===== src/rtl/fadc_seq_ctrl.sv =====
// Sequencer for a multi-channel flash ADC: scans enabled channels, drives the
// track/latch strobes, averages 2^avg_eff thermometer samples per result.
module fadc_seq_ctrl #(
  parameter int NUM_CH     = 4,
  parameter int ADC_BITS   = 4,
  parameter int AVG_MAX    = 3,
  parameter int SETTLE_CYC = 2,
  localparam int TW  = (1 << ADC_BITS) - 1,
  localparam int CW  = (NUM_CH > 1) ? $clog2(NUM_CH) : 1,
  localparam int AW  = ADC_BITS + AVG_MAX,
  localparam int SW  = AVG_MAX + 1,
  localparam int STW = $clog2(SETTLE_CYC + 1)
) (
  input  logic                clk,
  input  logic                resetn,
  input  logic                start,
  input  logic                stop,
  input  logic                mode_cont,
  input  logic [NUM_CH-1:0]   ch_mask,
  input  logic [1:0]          avg_log2,
  input  logic [TW-1:0]       therm,
  output logic [CW-1:0]       adc_sel,
  output logic                adc_sample,
  output logic                adc_latch,
  output logic [ADC_BITS-1:0] dout,
  output logic [CW-1:0]       dout_ch,
  output logic                dout_valid,
  input  logic                dout_ready,
  output logic                busy,
  output logic                err_bubble,
  output logic [2:0]          dbg_state
);

  // dout/dout_ch are offered with dout_valid and held until the cycle where
  // dout_valid && dout_ready is seen at a rising edge; that edge is the transfer.
  typedef enum logic [2:0] {
    S_IDLE    = 3'd0,
    S_SAMPLE  = 3'd1,
    S_CONVERT = 3'd2,
    S_CAPTURE = 3'd3,
    S_OUTPUT  = 3'd4
  } state_t;

  state_t              state;
  logic [NUM_CH-1:0]   mask_q;
  logic [1:0]          avg_eff;
  logic [AW-1:0]       acc;
  logic [SW-1:0]       cnt;
  logic [STW-1:0]      settle_cnt;
  logic [TW-1:0]       therm_q;

  logic [CW-1:0]       first_ch;
  logic                first_found;
  logic [CW-1:0]       wrap_ch;
  logic [CW-1:0]       next_ch;
  logic                next_found;
  logic [1:0]          avg_in_eff;
  logic [ADC_BITS-1:0] pop;
  logic [AW-1:0]       acc_sum;
  logic [SW-1:0]       cnt_inc;
  logic [SW-1:0]       cnt_target;
  logic [TW-1:0]       therm_inc;
  logic                bubble;

  assign dbg_state = state;

  // Priority scans: iterate downward so the lowest qualifying index wins.
  always_comb begin
    first_found = 1'b0;
    first_ch    = '0;
    wrap_ch     = '0;
    next_found  = 1'b0;
    next_ch     = '0;
    for (int i = NUM_CH - 1; i >= 0; i--) begin
      if (ch_mask[i]) begin
        first_found = 1'b1;
        first_ch    = CW'(i);
      end
      if (mask_q[i]) begin
        wrap_ch = CW'(i);
        if (i > int'(adc_sel)) begin
          next_found = 1'b1;
          next_ch    = CW'(i);
        end
      end
    end
  end

  always_comb begin
    avg_in_eff = (int'(avg_log2) > AVG_MAX) ? 2'(AVG_MAX) : avg_log2;
    pop        = ADC_BITS'($countones(therm_q));
    acc_sum    = acc + AW'(pop);
    cnt_inc    = cnt + SW'(1);
    cnt_target = SW'(1) << avg_eff;
    // A valid thermometer code is 2^k-1; adding one clears every set bit.
    therm_inc  = therm_q + TW'(1);
    bubble     = |(therm_q & therm_inc);
  end

  always_ff @(posedge clk) begin
    if (!resetn) begin
      state      <= S_IDLE;
      mask_q     <= '0;
      avg_eff    <= '0;
      acc        <= '0;
      cnt        <= '0;
      settle_cnt <= '0;
      therm_q    <= '0;
      adc_sel    <= '0;
      adc_sample <= 1'b0;
      adc_latch  <= 1'b0;
      dout       <= '0;
      dout_ch    <= '0;
      dout_valid <= 1'b0;
      busy       <= 1'b0;
      err_bubble <= 1'b0;
    end else if (stop) begin
      state      <= S_IDLE;
      adc_sample <= 1'b0;
      adc_latch  <= 1'b0;
      dout_valid <= 1'b0;
      busy       <= 1'b0;
    end else begin
      case (state)
        S_IDLE: begin
          if (start && first_found) begin
            state      <= S_SAMPLE;
            mask_q     <= ch_mask;
            avg_eff    <= avg_in_eff;
            acc        <= '0;
            cnt        <= '0;
            settle_cnt <= '0;
            adc_sel    <= first_ch;
            adc_sample <= 1'b1;
            busy       <= 1'b1;
            err_bubble <= 1'b0;
          end
        end
        S_SAMPLE: begin
          if (settle_cnt == STW'(SETTLE_CYC - 1)) begin
            state      <= S_CONVERT;
            adc_sample <= 1'b0;
            adc_latch  <= 1'b1;
          end else begin
            settle_cnt <= settle_cnt + STW'(1);
          end
        end
        S_CONVERT: begin
          therm_q   <= therm;
          adc_latch <= 1'b0;
          state     <= S_CAPTURE;
        end
        S_CAPTURE: begin
          acc <= acc_sum;
          cnt <= cnt_inc;
          if (bubble) err_bubble <= 1'b1;
          if (cnt_inc == cnt_target) begin
            dout       <= ADC_BITS'(acc_sum >> avg_eff);
            dout_ch    <= adc_sel;
            dout_valid <= 1'b1;
            state      <= S_OUTPUT;
          end else begin
            settle_cnt <= '0;
            adc_sample <= 1'b1;
            state      <= S_SAMPLE;
          end
        end
        S_OUTPUT: begin
          if (dout_ready) begin
            dout_valid <= 1'b0;
            acc        <= '0;
            cnt        <= '0;
            settle_cnt <= '0;
            if (next_found) begin
              adc_sel    <= next_ch;
              adc_sample <= 1'b1;
              state      <= S_SAMPLE;
            end else if (mode_cont) begin
              adc_sel    <= wrap_ch;
              adc_sample <= 1'b1;
              state      <= S_SAMPLE;
            end else begin
              busy  <= 1'b0;
              state <= S_IDLE;
            end
          end
        end
        default: begin
          state      <= S_IDLE;
          adc_sample <= 1'b0;
          adc_latch  <= 1'b0;
          dout_valid <= 1'b0;
          busy       <= 1'b0;
        end
      endcase
    end
  end

endmodule


===== config.mk =====
export PLATFORM = sky130hd
export DESIGN_NAME = fadc_seq_ctrl
export DESIGN_NICKNAME = d
export VERILOG_FILES = /design/src/rtl/fadc_seq_ctrl.sv
export SDC_FILE = /design/constraint.sdc
export NUM_CORES = 1
export LEC_CHECK = 0
export ABC_CLOCK_PERIOD_IN_PS = 3800
export BUFFER_PORTS_ARGS = -buffer_cell sky130_fd_sc_hd__buf_2
export CORE_MARGIN = 2
export CORE_UTILIZATION = 48
export DETAILED_ROUTE_END_ITERATION = 16
export GPL_TIMING_DRIVEN = 1
export HOLD_SLACK_MARGIN = 0.15
export PLACE_DENSITY_LB_ADDON = 0.05
export SKIP_CTS_REPAIR_TIMING = 1
export SLEW_MARGIN = 20
export SYNTH_ARGS = -nofsm -noshare
export SYNTH_HDL_FRONTEND = slang
export SYNTH_SLANG_ARGS = --single-unit
export TNS_END_PERCENT = 50

===== constraint.sdc =====
create_clock -name clk -period 3.8 [get_ports clk]
set_clock_uncertainty 0.1 [all_clocks]
set_input_delay 0.19 -clock clk [delete_from_list [all_inputs] [get_ports clk]]
set_output_delay 0.19 -clock clk [all_outputs]
set_load 0.05 [all_outputs]

==> results.cfg <==
[pwr]
p_per_area_nw_per_um2 = 257.6
peakVddDrop_uv = 128.0
switching_share = 0.2440
p_seq_frac = 0.525
combPwrFrac = 0.113
p_leak_nw = 1.653
intPower_mw = 0.7820
clkPwrFrac = 0.362
switchingPower_mw = 0.2524

[critical_path]
startpoint = acc[0]$_SDFFE_PN0P_
cp.arrival_ps = 4280
path_cells = fa_1 > inv_2 > fa_1 > fa_1 > fa_1 > inv_1 > ha_2 > inv_2 > fa_2 > nand2b_4 > a21oi_4 > xor2_2 > mux4_2 > nand4_1 > o21ai_1
path_max_fanout = 3
required_ps = 3900
critPathBufInv = 3
cpLargestDelayFamily = adder cells
r2r-end = dout[1]$_SDFFE_PN0P_
rrSetupSlack_ps = -390
max_stage_delay_ps = 550
start_kind = flop
end_kind = flop
crit_path_frequent_cell = fa_1
worstReg2RegStart = acc[0]$_SDFFE_PN0P_
critPathKind = reg -> reg
critPathCapture = dout[1]$_SDFFE_PN0P_
r2r_cells = 15
cp.depth = 15
crit_slowest_cell = fa_1

[run]
maxCapViolCount = 0

[global_routing]
grt_pass1_wl_microns = 12220
antenna_found_initial = 0
grt_start_max_net_pins = 50
overflow = 0
grt_pass1_vias = 2689
grt_use_total = 0.2031

[placement]
post-place-ws_ps = -370.2
port-buffer-count = 42
dpl_cell_area_sq_um = 3628
dp_hpwl_microns = 5449
routabilityCongestion = 0.8268

[floorplanning]
initial_core_util = 0.5021
die_h_microns = 86.20
dieWidth_microns = 86.20
num_rows = 29
core_sq_um = 6459
ios = 43
dieArea_sq_um = 7430

[logic_synthesis]
syn_inst = 412
syn-num-nets = 461
syn_area_sq_um = 3243
ys_warn_count = 0
async_flop_share = 0
ys.flop_type = dfxtp_1
yosysTopAreaCell = dfxtp_1
synth_edf_count = 0
ys_ff_latch = 50
synth.avg_cell_area_sq_um = 7.872
synth.distinct_cells = 53
synth_seq_area_share = 0.3086
synth_area_leaders = dfxtp_1 (31%), nand2_1 (7.1%), fa_1 (6.8%)
netlist.area_leader.share = 0.3086

[cts]
cts.reportedPaths.clkPinSlew_ps = 90
cts.sinks = 50
clkLatencyLatePin_ps = 310
htreeDepth = 2
cts_tree = done
clockBufferDepth = 2
cts_root_buf = clkbuf_8
cts_made_buffers = 5

[routing]
drtAntennaViolNets = 0
drt_iter0_drc = 127
drt_first_pass_iters = 5
via_count = 3046
wl_per_cell_microns = 13.48
drt-total-wl_microns = 7549
vias_per_cell = 5.439
drc_errors = 0

[sta]
fin_setup_tns_ps = -2083
slew_violations = 0
max-slew-margin-rel = 0.5180
period_needed_ps = 4186
fin_ws_ps = -386.1
worst_pin_slew_ps = 723.0
holdWs_ps = 132.9
hold_viol = 0
rsz0062_at_grt = yes
fmax_ghz = 0.2389
period_share = 1.102
setup_violations = 9

[outcome]
violations = setup timing
status = finished with violations

[final_layout]
drive_above_1_share = 0.2091
postLayoutCellArea_sq_um = 4015
antenna_cells = 0
nets = 531
fillers = 589
areaGrowthSynthToFinish_pct = 23.80
post-route-util = 0.6217

[hold_path]
min_path_cells = 3
hp-class = in -> reg
power groups by stage:
stage	clock network [mW]	logic (mW)	registers, mW
after floorplan	0	0.0678	0.557
after global placement	0	0.100	0.555
after detailed placement	0	0.101	0.555
after CTS	0.388	0.102	0.543
after global routing	0.404	0.128	0.545
final	0.375	0.116	0.543
logic make-up after synthesis:
family	Yosys count	synth area share
and+or+nand+nor	163	0.2384
xor gates and xnor gates	5	0.01350
buffers and inverters	54	0.06829
adders and majority gates	22	0.1103
AOI/OAI and AO/OA	107	0.2226
muxes	11	0.03819
DFF	50	0.3086
cell usage after synthesis, types with 6 or more instances:
cell type and count:
and2_1 6, fa_1 11, clkbuf_1 16, nand3_1 9, dfxtp_1 50, nor2_1 34, nor2b_1 20, o211ai_1 6
a21boi_0 16, a21oi_1 28, o21ai_0 19, nor3_1 9, mux2i_1 9, inv_1 33, ha_1 11, nand2_1 61
cell usage in the layout, fill, tap and decap left out, drive strengths merged, types with 2 or more instances in the layout:
cell type,n
buf,66
nand2,61
dfxtp,50
nor2,34
inv,33
a21oi,28
o21ai,22
nor2b,20
dlygate4sd3,18
a21boi,18
fa,11
ha,11
mux2i,9
nand3,9
nor3,9
clkbuf,7
o211ai,6
and2,6
o22ai,5
o221ai,4
a31oi,4
xor2,4
nor4,3
nand3b,3
or3,3
a211oi,3
nand4,3
nand2b,3
or4,2
a32o,2
a211o,2
nor3b,2
o21a,2
a2111oi,2
or2,2
o211a,2
state kept, by name, indices dropped and copies added, names as in the netlist:
| name | cells |
|---|---|
| settle_cnt | 2 |
| adc_latch | 1 |
| dbg_state | 3 |
| dout | 4 |
| adc_sample | 1 |
| avg_eff | 2 |
| mask_q | 4 |
| cnt | 4 |
| dout_valid | 1 |
| err_bubble | 1 |
| busy | 1 |
| dout_ch | 2 |
| therm_q | 15 |
| acc | 7 |
| adc_sel | 2 |
cell type report:
class	count	area, sq um	area share
inverters	33	123.9	0.03085
clock buffers	7	76.32	0.01901
flip-flops and latches	50	1007	0.2509
well taps	77	96.34	0.02400
clock inverters	1	30.03	0.007479
repair buffers	84	574.3	0.1430
multi-input cells	308	2107	0.5248
how the worst min path moves through the flow:
stage	startpoint	to	slack (ps)
after floorplan	therm[4]	therm_q[4]$_SDFFE_PN0P_	230
after global placement	therm[4]	therm_q[4]$_SDFFE_PN0P_	340
after detailed placement	settle_cnt[0]$_SDFFE_PN0P_	settle_cnt[0]$_SDFFE_PN0P_	350
after CTS	therm[8]	therm_q[8]$_SDFFE_PN0P_	10
after global routing	ch_mask[1]	mask_q[1]$_SDFFE_PN0P_	150
final	ch_mask[0]	mask_q[0]$_SDFFE_PN0P_	130
worst reg2reg max path, delay by kind of cell, from the launching register on:
| family | cells | cell delay (ps) |
|---|---|---|
| adder cells (fa/ha/maj) | 6 | 2450 |
| multiplexers | 1 | 470 |
| flip-flops | 1 | 340 |
| AND/OR/NAND/NOR | 2 | 260 |
| AO/OA/AOI/OAI | 2 | 230 |
| buffers and inverters | 3 | 140 |
| XOR/XNOR | 1 | 90 |
through the flow:
stage          total power [mW]  instances
6_report                  1.034        560
5_1_grt                   1.077        560
4_1_cts                   1.032        539
3_5_place_dp             0.6563        531
3_3_place_gp             0.6551        531
2_1_floorplan            0.6252        412
routing by layer:
metal / track usage / wire length, microns / vias to the layer above
li1: - / - / 1561
met1: 0.2689 / 3633 / 1443
met2: 0.3432 / 3687 / 36
met3: 0.03714 / 165 / 6
met4: 0.05256 / 63 / 0
met5: 0 / 0 / -
(Power assumes the default switching activity.)
